$ cat config.mk
export PLATFORM = sky130hd
export DESIGN_NAME = instr_decode_flat
export DESIGN_NICKNAME = d
export VERILOG_FILES = /design/src/rtl/instr_decode_pkg.sv /design/src/rtl/instr_decode_if.sv /design/src/rtl/instr_decode_rf.sv /design/src/rtl/instr_decode.sv /design/src/flat_wrapper.sv
export SDC_FILE = /design/constraint.sdc
export NUM_CORES = 2
export LEC_CHECK = 0
export BUFFER_PORTS_ARGS = -buffer_cell sky130_fd_sc_hd__buf_2
export CAP_MARGIN = 20
export CORE_UTILIZATION = 40
export CTS_CLUSTER_SIZE = 16
export DETAILED_ROUTE_END_ITERATION = 8
export HOLD_SLACK_MARGIN = 0.15
export PLACE_DENSITY = 0.59
export SYNTH_ARGS = -nofsm -noshare
export SYNTH_HDL_FRONTEND = slang
export SYNTH_SLANG_ARGS = --single-unit
$ cat constraint.sdc
create_clock -name clk1 -period 5.4 [get_ports clk1]
set_clock_uncertainty 0.1 [all_clocks]
set_input_delay 0.27 -clock clk1 [delete_from_list [all_inputs] [get_ports clk1]]
set_output_delay 0.27 -clock clk1 [all_outputs]
set_load 0.1 [all_outputs]
$ cat src/rtl/instr_decode_pkg.sv
// Shared KGP_RISC definitions: widths, opcodes, ALU codes and the decode table.
package kgp_pkg;

  localparam int DATA_W = 32;
  localparam int PC_W   = 8;
  localparam int NREG   = 32;
  localparam int REG_AW = 5;

  localparam logic [5:0] OP_RTYPE = 6'h00;
  localparam logic [5:0] OP_ADDI  = 6'h01;
  localparam logic [5:0] OP_LW    = 6'h02;
  localparam logic [5:0] OP_SW    = 6'h03;
  localparam logic [5:0] OP_BEQ   = 6'h04;
  localparam logic [5:0] OP_J     = 6'h05;

  localparam logic [3:0] ALU_ADD = 4'h0;
  localparam logic [3:0] ALU_SUB = 4'h1;

  typedef struct packed {
    logic       reg_write;
    logic       mem_read;
    logic       mem_write;
    logic       branch;
    logic       jump;
    logic       illegal;
    logic [3:0] alu_op;
  } ctrl_t;

  localparam ctrl_t CTRL_NOP = '0;

  // Which instruction field names the destination register.
  typedef enum logic [1:0] {
    DEST_NONE = 2'd0,
    DEST_RD   = 2'd1,
    DEST_RT   = 2'd2
  } dest_sel_e;

  typedef struct packed {
    ctrl_t     ctrl;
    dest_sel_e dest;
    logic      rs_used;
    logic      rt_used;
  } dec_t;

  // Opcode -> control bits, destination selection and source usage.
  function automatic dec_t decode(input logic [5:0] opcode, input logic [3:0] funct);
    dec_t d;
    d = '0;
    case (opcode)
      OP_RTYPE: begin
        d.ctrl.reg_write = 1'b1;
        d.ctrl.alu_op    = funct;
        d.dest           = DEST_RD;
        d.rs_used        = 1'b1;
        d.rt_used        = 1'b1;
      end
      OP_ADDI: begin
        d.ctrl.reg_write = 1'b1;
        d.ctrl.alu_op    = ALU_ADD;
        d.dest           = DEST_RT;
        d.rs_used        = 1'b1;
      end
      OP_LW: begin
        d.ctrl.reg_write = 1'b1;
        d.ctrl.mem_read  = 1'b1;
        d.ctrl.alu_op    = ALU_ADD;
        d.dest           = DEST_RT;
        d.rs_used        = 1'b1;
      end
      OP_SW: begin
        d.ctrl.mem_write = 1'b1;
        d.ctrl.alu_op    = ALU_ADD;
        d.rs_used        = 1'b1;
        d.rt_used        = 1'b1;
      end
      OP_BEQ: begin
        d.ctrl.branch = 1'b1;
        d.ctrl.alu_op = ALU_SUB;
        d.rs_used     = 1'b1;
        d.rt_used     = 1'b1;
      end
      OP_J: begin
        d.ctrl.jump = 1'b1;
      end
      default: begin
        d.ctrl.illegal = 1'b1;
      end
    endcase
    return d;
  endfunction

endpackage

$ cat src/rtl/instr_decode_if.sv
// ID/EX pipeline register bus: decode drives it (master), execute consumes it (slave).
interface instr_decode_if #(
  parameter int DATA_W = kgp_pkg::DATA_W,
  parameter int PC_W   = kgp_pkg::PC_W,
  parameter int AW     = kgp_pkg::REG_AW
) ();

  logic              ex_valid;
  logic [PC_W-1:0]   ex_npc;
  logic [DATA_W-1:0] ex_rs_data;
  logic [DATA_W-1:0] ex_rt_data;
  logic [DATA_W-1:0] ex_imm;
  logic [AW-1:0]     ex_rs;
  logic [AW-1:0]     ex_rt;
  logic [AW-1:0]     ex_rd;
  logic [3:0]        ex_alu_op;
  logic              ex_reg_write;
  logic              ex_mem_read;
  logic              ex_mem_write;
  logic              ex_branch;
  logic              ex_jump;
  logic              ex_illegal;

  modport master (
    output ex_valid, ex_npc, ex_rs_data, ex_rt_data, ex_imm,
           ex_rs, ex_rt, ex_rd, ex_alu_op,
           ex_reg_write, ex_mem_read, ex_mem_write, ex_branch, ex_jump, ex_illegal
  );

  modport slave (
    input ex_valid, ex_npc, ex_rs_data, ex_rt_data, ex_imm,
          ex_rs, ex_rt, ex_rd, ex_alu_op,
          ex_reg_write, ex_mem_read, ex_mem_write, ex_branch, ex_jump, ex_illegal
  );

endinterface

$ cat src/rtl/instr_decode_rf.sv
// 32x32 register file: two async read ports with write-through bypass,
// one synchronous write port, synchronous active-low clear. r0 is hardwired to 0.
module reg_file_32x32 #(
  parameter int DATA_W = kgp_pkg::DATA_W,
  parameter int NREG   = kgp_pkg::NREG,
  localparam int AW    = $clog2(NREG)
) (
  input  logic              clk1,
  input  logic              rst,
  input  logic [AW-1:0]     raddr_a,
  output logic [DATA_W-1:0] rdata_a,
  input  logic [AW-1:0]     raddr_b,
  output logic [DATA_W-1:0] rdata_b,
  input  logic              we,
  input  logic [AW-1:0]     waddr,
  input  logic [DATA_W-1:0] wdata
);

  logic [DATA_W-1:0] mem [NREG];
  logic              wr_en;

  assign wr_en = we && (waddr != '0);

  // Storage: clear everything on reset, otherwise commit the write-back.
  always_ff @(posedge clk1) begin
    if (!rst) begin
      for (int i = 0; i < NREG; i++) begin
        mem[i] <= '0;
      end
    end else if (wr_en) begin
      mem[waddr] <= wdata;
    end
  end

  // Read ports: r0 reads zero; a same-cycle write to the read address is forwarded.
  always_comb begin
    rdata_a = mem[raddr_a];
    rdata_b = mem[raddr_b];
    if (wr_en && (waddr == raddr_a)) rdata_a = wdata;
    if (wr_en && (waddr == raddr_b)) rdata_b = wdata;
    if (raddr_a == '0) rdata_a = '0;
    if (raddr_b == '0) rdata_b = '0;
  end

endmodule

$ cat src/rtl/instr_decode.sv
// KGP_RISC decode stage: field extraction, control decode, register read,
// load-use hazard detection and the ID/EX pipeline register.
module instr_decode import kgp_pkg::*; #(
  parameter int DATA_W = kgp_pkg::DATA_W,
  parameter int PC_W   = kgp_pkg::PC_W,
  parameter int NREG   = kgp_pkg::NREG,
  localparam int AW    = $clog2(NREG)
) (
  input  logic              clk1,
  input  logic              rst,
  input  logic [31:0]       instr,
  input  logic [PC_W-1:0]   npc,
  input  logic              if_valid,
  input  logic              flush,
  input  logic              wb_we,
  input  logic [AW-1:0]     wb_addr,
  input  logic [DATA_W-1:0] wb_data,
  output logic              stall_if,
  instr_decode_if.master    ex
);

  typedef struct packed {
    logic              valid;
    logic [PC_W-1:0]   npc;
    logic [DATA_W-1:0] rs_data;
    logic [DATA_W-1:0] rt_data;
    logic [DATA_W-1:0] imm;
    logic [AW-1:0]     rs;
    logic [AW-1:0]     rt;
    logic [AW-1:0]     rd;
    ctrl_t             ctrl;
  } idex_t;

  logic [5:0]        opcode;
  logic [AW-1:0]     rs;
  logic [AW-1:0]     rt;
  logic [AW-1:0]     rd_r;
  logic [3:0]        funct;
  logic [15:0]       imm;
  logic [6:0]        unused_instr;
  logic [DATA_W-1:0] rs_data;
  logic [DATA_W-1:0] rt_data;
  logic [AW-1:0]     dest;
  logic              hz;
  dec_t              dec;
  idex_t             idex_d;
  idex_t             idex_q;

  assign opcode       = instr[31:26];
  assign rs           = instr[25:21];
  assign rt           = instr[20:16];
  assign rd_r         = instr[15:11];
  assign funct        = instr[3:0];
  assign imm          = instr[15:0];
  assign unused_instr = instr[10:4];

  assign dec = decode(opcode, funct);

  reg_file_32x32 #(
    .DATA_W (DATA_W),
    .NREG   (NREG)
  ) u_rf (
    .clk1    (clk1),
    .rst     (rst),
    .raddr_a (rs),
    .rdata_a (rs_data),
    .raddr_b (rt),
    .rdata_b (rt_data),
    .we      (wb_we),
    .waddr   (wb_addr),
    .wdata   (wb_data)
  );

  // Destination register number; instructions that write nothing carry r0.
  always_comb begin
    dest = '0;
    case (dec.dest)
      DEST_RD: dest = rd_r;
      DEST_RT: dest = rt;
      default: dest = '0;
    endcase
  end

  // A load in EX whose target is read by the instruction in ID cannot be forwarded in time.
  assign hz = ex.ex_valid & idex_q.ctrl.mem_read & (idex_q.rd != '0) &
              ((dec.rs_used & (rs == idex_q.rd)) | (dec.rt_used & (rt == idex_q.rd))) &
              if_valid;

  // A flush kills the instruction in ID, so there is nothing left to hold.
  assign stall_if = hz & ~flush;

  // Next ID/EX contents: bubble on flush or hazard, else load with controls gated by if_valid.
  always_comb begin
    idex_d = '0;
    if (!(flush || hz)) begin
      idex_d.valid   = if_valid;
      idex_d.npc     = npc;
      idex_d.rs_data = rs_data;
      idex_d.rt_data = rt_data;
      idex_d.imm     = {{(DATA_W-16){imm[15]}}, imm};
      idex_d.rs      = rs;
      idex_d.rt      = rt;
      idex_d.rd      = dest;
      idex_d.ctrl    = if_valid ? dec.ctrl : CTRL_NOP;
    end
  end

  // ID/EX pipeline register with synchronous clear.
  always_ff @(posedge clk1) begin
    if (!rst) begin
      idex_q <= '0;
    end else begin
      idex_q <= idex_d;
    end
  end

  assign ex.ex_valid     = idex_q.valid;
  assign ex.ex_npc       = idex_q.npc;
  assign ex.ex_rs_data   = idex_q.rs_data;
  assign ex.ex_rt_data   = idex_q.rt_data;
  assign ex.ex_imm       = idex_q.imm;
  assign ex.ex_rs        = idex_q.rs;
  assign ex.ex_rt        = idex_q.rt;
  assign ex.ex_rd        = idex_q.rd;
  assign ex.ex_alu_op    = idex_q.ctrl.alu_op;
  assign ex.ex_reg_write = idex_q.ctrl.reg_write;
  assign ex.ex_mem_read  = idex_q.ctrl.mem_read;
  assign ex.ex_mem_write = idex_q.ctrl.mem_write;
  assign ex.ex_branch    = idex_q.ctrl.branch;
  assign ex.ex_jump      = idex_q.ctrl.jump;
  assign ex.ex_illegal   = idex_q.ctrl.illegal;

endmodule

$ cat src/flat_wrapper.sv
// flat-port wrapper written by rule: the top's interface ports become plain ports
module instr_decode_flat import kgp_pkg::*;
#(
  parameter int DATA_W = kgp_pkg::DATA_W,
  parameter int PC_W   = kgp_pkg::PC_W,
  parameter int NREG   = kgp_pkg::NREG,
  localparam int AW    = $clog2(NREG)
)
  (clk1, rst, instr, npc, if_valid, flush, wb_we, wb_addr, wb_data, stall_if, ex_ex_valid, ex_ex_npc, ex_ex_rs_data, ex_ex_rt_data, ex_ex_imm, ex_ex_rs, ex_ex_rt, ex_ex_rd, ex_ex_alu_op, ex_ex_reg_write, ex_ex_mem_read, ex_ex_mem_write, ex_ex_branch, ex_ex_jump, ex_ex_illegal);
  instr_decode_if #(.DATA_W(DATA_W), .PC_W(PC_W)) ex_i ();
  input  logic clk1;
  input  logic rst;
  input  logic [31:0] instr;
  input  logic [PC_W-1:0] npc;
  input  logic if_valid;
  input  logic flush;
  input  logic wb_we;
  input  logic [AW-1:0] wb_addr;
  input  logic [DATA_W-1:0] wb_data;
  output logic stall_if;
  output wire logic [$bits(ex_i.ex_valid)-1:0] ex_ex_valid;
  output wire logic [$bits(ex_i.ex_npc)-1:0] ex_ex_npc;
  output wire logic [$bits(ex_i.ex_rs_data)-1:0] ex_ex_rs_data;
  output wire logic [$bits(ex_i.ex_rt_data)-1:0] ex_ex_rt_data;
  output wire logic [$bits(ex_i.ex_imm)-1:0] ex_ex_imm;
  output wire logic [$bits(ex_i.ex_rs)-1:0] ex_ex_rs;
  output wire logic [$bits(ex_i.ex_rt)-1:0] ex_ex_rt;
  output wire logic [$bits(ex_i.ex_rd)-1:0] ex_ex_rd;
  output wire logic [$bits(ex_i.ex_alu_op)-1:0] ex_ex_alu_op;
  output wire logic [$bits(ex_i.ex_reg_write)-1:0] ex_ex_reg_write;
  output wire logic [$bits(ex_i.ex_mem_read)-1:0] ex_ex_mem_read;
  output wire logic [$bits(ex_i.ex_mem_write)-1:0] ex_ex_mem_write;
  output wire logic [$bits(ex_i.ex_branch)-1:0] ex_ex_branch;
  output wire logic [$bits(ex_i.ex_jump)-1:0] ex_ex_jump;
  output wire logic [$bits(ex_i.ex_illegal)-1:0] ex_ex_illegal;
  assign ex_ex_valid = ex_i.ex_valid;
  assign ex_ex_npc = ex_i.ex_npc;
  assign ex_ex_rs_data = ex_i.ex_rs_data;
  assign ex_ex_rt_data = ex_i.ex_rt_data;
  assign ex_ex_imm = ex_i.ex_imm;
  assign ex_ex_rs = ex_i.ex_rs;
  assign ex_ex_rt = ex_i.ex_rt;
  assign ex_ex_rd = ex_i.ex_rd;
  assign ex_ex_alu_op = ex_i.ex_alu_op;
  assign ex_ex_reg_write = ex_i.ex_reg_write;
  assign ex_ex_mem_read = ex_i.ex_mem_read;
  assign ex_ex_mem_write = ex_i.ex_mem_write;
  assign ex_ex_branch = ex_i.ex_branch;
  assign ex_ex_jump = ex_i.ex_jump;
  assign ex_ex_illegal = ex_i.ex_illegal;
  instr_decode #(.DATA_W(DATA_W), .PC_W(PC_W), .NREG(NREG)) u_core (.clk1(clk1), .rst(rst), .instr(instr), .npc(npc), .if_valid(if_valid), .flush(flush), .wb_we(wb_we), .wb_addr(wb_addr), .wb_data(wb_data), .stall_if(stall_if), .ex(ex_i));
endmodule
## Word-level counts from Yosys, hierarchy flattened

Memory sizes are Yosys's and may differ from the RTL's. A register that Yosys moved wholly into a read port is not among the register bits.
Cells that the tools add are included.

| operators by class | value |
|---|---|
| equal/unequal tests | 9 |
| multiplexer cells | 18 |
| bitwise logic cells | 11 |
| reduce and logical (&&, ||, !) cells | 17 |

Operator list:

| kind | count |
|---|---|
| 2-to-1 mux 32 bit | 1 |
| OR reduction 32 bit | 1 |
| OR reduction 3 bit | 5 |
| 2-to-1 mux 1 bit | 13 |
| equality test 6 x 2 -> 1 bit (second input constant) | 2 |
| equality test 6 x 3 -> 1 bit (second input constant) | 2 |
| equality test 5 bit | 2 |
| zero test 5 bit | 2 |
| case mux 5 bit (2 select lines) | 1 |
| nonzero test 5 bit | 2 |
| case mux 4 bit (2 select lines) | 1 |
| bitwise AND 1 bit | 7 |
| equality test 6 x 1 -> 1 bit (second input constant) | 1 |
| zero test 6 bit | 1 |
| OR reduction 6 bit | 1 |
| 2-to-1 mux 5 bit | 1 |
| OR reduction 5 bit | 1 |
| case mux 2 bit (2 select lines) | 1 |
| OR reduction 2 bit | 2 |
| inverter 1 bit | 3 |
| equality test 2 x 1 -> 1 bit (second input constant) | 1 |
| equality test 2 bit (second input constant) | 1 |
| logical AND 1 bit | 1 |
| logical OR 1 bit | 1 |
| OR 1 bit | 1 |

| word-level totals | value |
|---|---|
| register bits after elaboration | 50 |
| RAM bits | 1,024 |
| bits of input ports | 82 |
| output and inout bits | 131 |
| logic and storage cells | 69 |
| memories | 1 |

Memory list:

| memory | words | bits a word | read ports | clocked after Yosys merged registers in | write ports | line | RTL |
|---|---|---|---|---|---|---|---|
| u_core.u_rf.mem | 32 | 32 | 2 | 2 | 32 | instr_decode_rf.sv:19 | `logic [DATA_W-1:0] mem [NREG];` |

## Depth between registers and ports, before layout

| logic depth | value |
|---|---|
| depth in word-level cells | 9 |
| mapped depth | 10 |
| gate-level depth less buffers | 7 |

## Hierarchy

A second synthesis with hierarchy kept.

| unflattened totals | value |
|---|---|
| cell total of the unflattened synthesis | 4,344 |
| area, all modules | 59,382.0 um^2 |

By module, submodules not included:

| module | times used | cells an instance | area each (um^2) | seq. area each (um^2) |
|---|---|---|---|---|
| reg_file_32x32 | 1 | 3,928 | 55,647.1 | 30,749.5 |
| instr_decode | 1 | 416 | 3,734.8 | 2,282.2 |

## Worst setup path before layout

Ideal clock, no wire load.

| timing path | value |
|---|---|
| path type | input -> register |
| start point | in wb_addr[3] |
| end point | mem u_core.u_rf.mem[4][0], enable pin |
| arrival time | 3.833 ns |
| data required time | 4.830 ns |
| path slack | 0.997 ns |
| stages on the path | 7 |
| buffers on the path | 4 |
| cells stage by stage | buf_2 -> or3b_1 -> buf_2 -> or2_1 -> buf_2 -> buf_6 -> o31ai_1 |

RTL lines:

| item | line | RTL |
|---|---|---|
| start: declaration | flat_wrapper.sv:18 | `input logic [AW-1:0] wb_addr;` |
| end: declaration | instr_decode_rf.sv:19 |  |

==> results.yml <==
synth:
  synth_cells: 4146
  synth-main-ff-cell: "edfxtp_1"
  synth.distinct_cells: 55
  syn_area_per_cell_um2: 13.7
  synth_seq_area_share: 0.580
  synth-seq-cells: 1138
  synth_edf_count: 1024
  syn-cell-area_um2: 57000
  async_reset_ff_frac: 0
  yosys_warnings: 0
global_route:
  grt_first_pass_wirelength_um: 299000
  grt.overflow.total: 0
  grt_max_degree: 135
  antenna_found_initial: 4
  grt_usage: 0.290
  grt_pass1_vias: 41275
drt:
  drt_iter0_drc: 6053
  routed_via_density: 6.75
  first_pass_iters: 8
  routedWlPerCell_um: 34.0
  wirelength_um: 212000
  drc: 0
  vias: 42053
  ant_nets: 0
final_layout:
  area_growth_pct: 14.6
  regArea_um2: 33000
  final_common_cell: "edfxtp_1"
  fin_cells: 6228
  final_cell_mix: "edfxtp_1 (1,024), nor3_1 (963), mux4_2 (384)"
  multiInputGateArea_um2: 21700
  fin_nets: 4314
  drive_above_1_share: 0.239
  fillers: 12370
timing:
  fmax_mhz: 273
  worst_slew_pin_slew_ps: 1200
  tns_ps: 0
  relSlewSlack: 0.198
  maxSlewViolCount: 0
  timing.final.crit_period_ps: 3670
  finalSetupViolCount: 0
  hold_viol_final: 0
  holdWs_ps: 208
  min_period_over_period: 0.679
  rsz0062_at_grt: "no"
worst_hold_path:
  hold_class: "in -> reg"
  worstHoldPathCells: 4
cts:
  clock_sinks: 1138
  root_buffer: "clkbuf_16"
  cts_made_buffers: 120
  clock_path_buffers: 3
  postCtsResizedCells: 0
  clk_latency_ps: 760
  cts_tree: "yes"
  htreeDepth: 3
  path_clk_slew_ps: 60
pwr:
  power_density_nw_per_um2: 331
  irDropWorstVdd_mv: 0.272
  power.leakage_uw: 0.0212
critical_path:
  crit_path_start: "wb_addr[4]"
  cp-start-kind: "input pin"
  reg2reg_slack_ps: 1790
  cp_max_fo: 30
  cp_data_arrival_time_ps: 3950
  worstReg2RegEnd: "u_core.ex.ex_jump$_SDFF_PP0_"
  r2r_start: "u_core.ex.ex_rd[0]$_SDFF_PP0_"
  cp.required_ps: 5690
  reg2reg_depth: 9
  cp-end-kind: "register"
  critical_path_class: "in -> reg"
  cp-endpoint: "u_core.u_rf.mem[28][15]$_SDFFCE_PN0P_"
job:
  drv_cap: 0
placement:
  dp.cells: 5881
  io_buffers: 212
  gp_congestion: 0.860
  post-dp-hpwl_um: 125000
floorplanning:
  fp.dieW_um: 379
  floorplan.initialDensity: 0.403
  fp.dieH_um: 379
  core-area_um2: 141000
  ios: 213
  rows: 138
  dieArea_um2: 144000
run_status:
  status: "completed"
[Yosys cell counts, types with 4 or more instances]
library cell | number | area [µm²]
and3_1 | 33 | 206
buf_4 | 48 | 360
buf_1 | 9 | 33.8
nor2_1 | 12 | 45.0
xor2_1 | 6 | 52.6
o21ai_0 | 35 | 175
a22oi_1 | 195 | 1460
mux4_2 | 384 | 8650
nor3_2 | 11 | 110
buf_6 | 20 | 225
inv_1 | 38 | 143
edfxtp_1 | 1024 | 30700
o21ai_1 | 61 | 305
xnor2_1 | 15 | 131
nand4_1 | 34 | 213
nor3_1 | 963 | 4820
nand2_1 | 10 | 37.5
mux2i_1 | 256 | 2560
nor4_1 | 66 | 413
nor2b_1 | 5 | 31.3
buf_2 | 140 | 701
nand3_1 | 136 | 681
clkbuf_1 | 351 | 1320
o22ai_1 | 128 | 801
dfxtp_1 | 114 | 2280
nand2b_1 | 4 | 25.0
nand3b_1 | 8 | 60.1
[sequential cells by signal (all words and copies together) (netlist names), 4 cells and up]
name	flops
u_core.ex.ex_alu_op	4
u_core.ex.ex_imm	16
u_core.ex.ex_npc	8
u_core.ex.ex_rd	5
u_core.ex.ex_rs	5
u_core.ex.ex_rs_data	32
u_core.ex.ex_rt	5
u_core.ex.ex_rt_data	32
u_core.u_rf.mem	1024
[power by group]
part,total [µW],switching (µW),internal (µW)
logic,2970,1990,979
clock network,8270,3630,4640
registers,10400,281,10100
total,21600,5910,15700
[what timing repair did]
action | in CTS | in global routing
hold buffers | 100 | 8
hold endpoints to repair | 448 | 78
buffers inserted | 0 | 0
[how the worst min path moves through the flow]
stage | startpoint | endpoint
floorplan | instr[26] | u_core.ex.ex_jump$_SDFF_PP0_
global placement | npc[5] | u_core.ex.ex_npc[5]$_SDFF_PP0_
detailed placement | instr[6] | u_core.ex.ex_imm[6]$_SDFF_PP0_
CTS | wb_addr[0] | u_core.u_rf.mem[4][30]$_SDFFCE_PN0P_
global route | wb_addr[0] | u_core.u_rf.mem[4][5]$_SDFFCE_PN0P_
finish | instr[3] | u_core.ex.ex_imm[3]$_SDFF_PP0_
[cell type report]
class	instances	share of cell area
repair buffers	500	0.0631
well taps	1890	0.0362
multi-input cells	2431	0.333
inverters	39	0.00224
diodes	2	0.0000766
clock buffers	166	0.0522
flip-flops and latches	1138	0.506
clock inverters	62	0.00724
[cells by family after synthesis]
kind of cell    share of synthesized area
xor+xnor                          0.00323
buf+inv                            0.0490
simple gates                        0.121
mux                                 0.197
fa+ha+maj                        0.000439
compound gates                     0.0497
flops                               0.580
other cells                     0.0000658
[stage by stage]
step | setup slack, ps | instance area (µm²) | util | total power (µW)
after floorplan | 997 | 57100 | - | 12300
after global placement | 1680 | 59800 | 0.423 | 13300
after detailed placement | 1680 | 60100 | 0.425 | 13300
after CTS | 1810 | 65000 | 0.459 | 21500
after global routing | 1540 | 65300 | 0.462 | 22100
final | 1730 | 65300 | 0.462 | 21600
[layer usage]
metal	global-route usage	share of wire	up-vias
met3	0.0823	0.12	550
met2	0.444	0.45	2983
met5	0	0.00029	-
met1	0.388	0.38	21687
li1	-	-	16825
met4	0.119	0.045	8
[critical path: stages]
cell           delay [ps]
dlygate4sd3_1         540
buf_2                 290
or3_4                 510
nand3_4               580
o21ai_4              1130
buf_4                 570
Power figures use the tool's default switching activity.
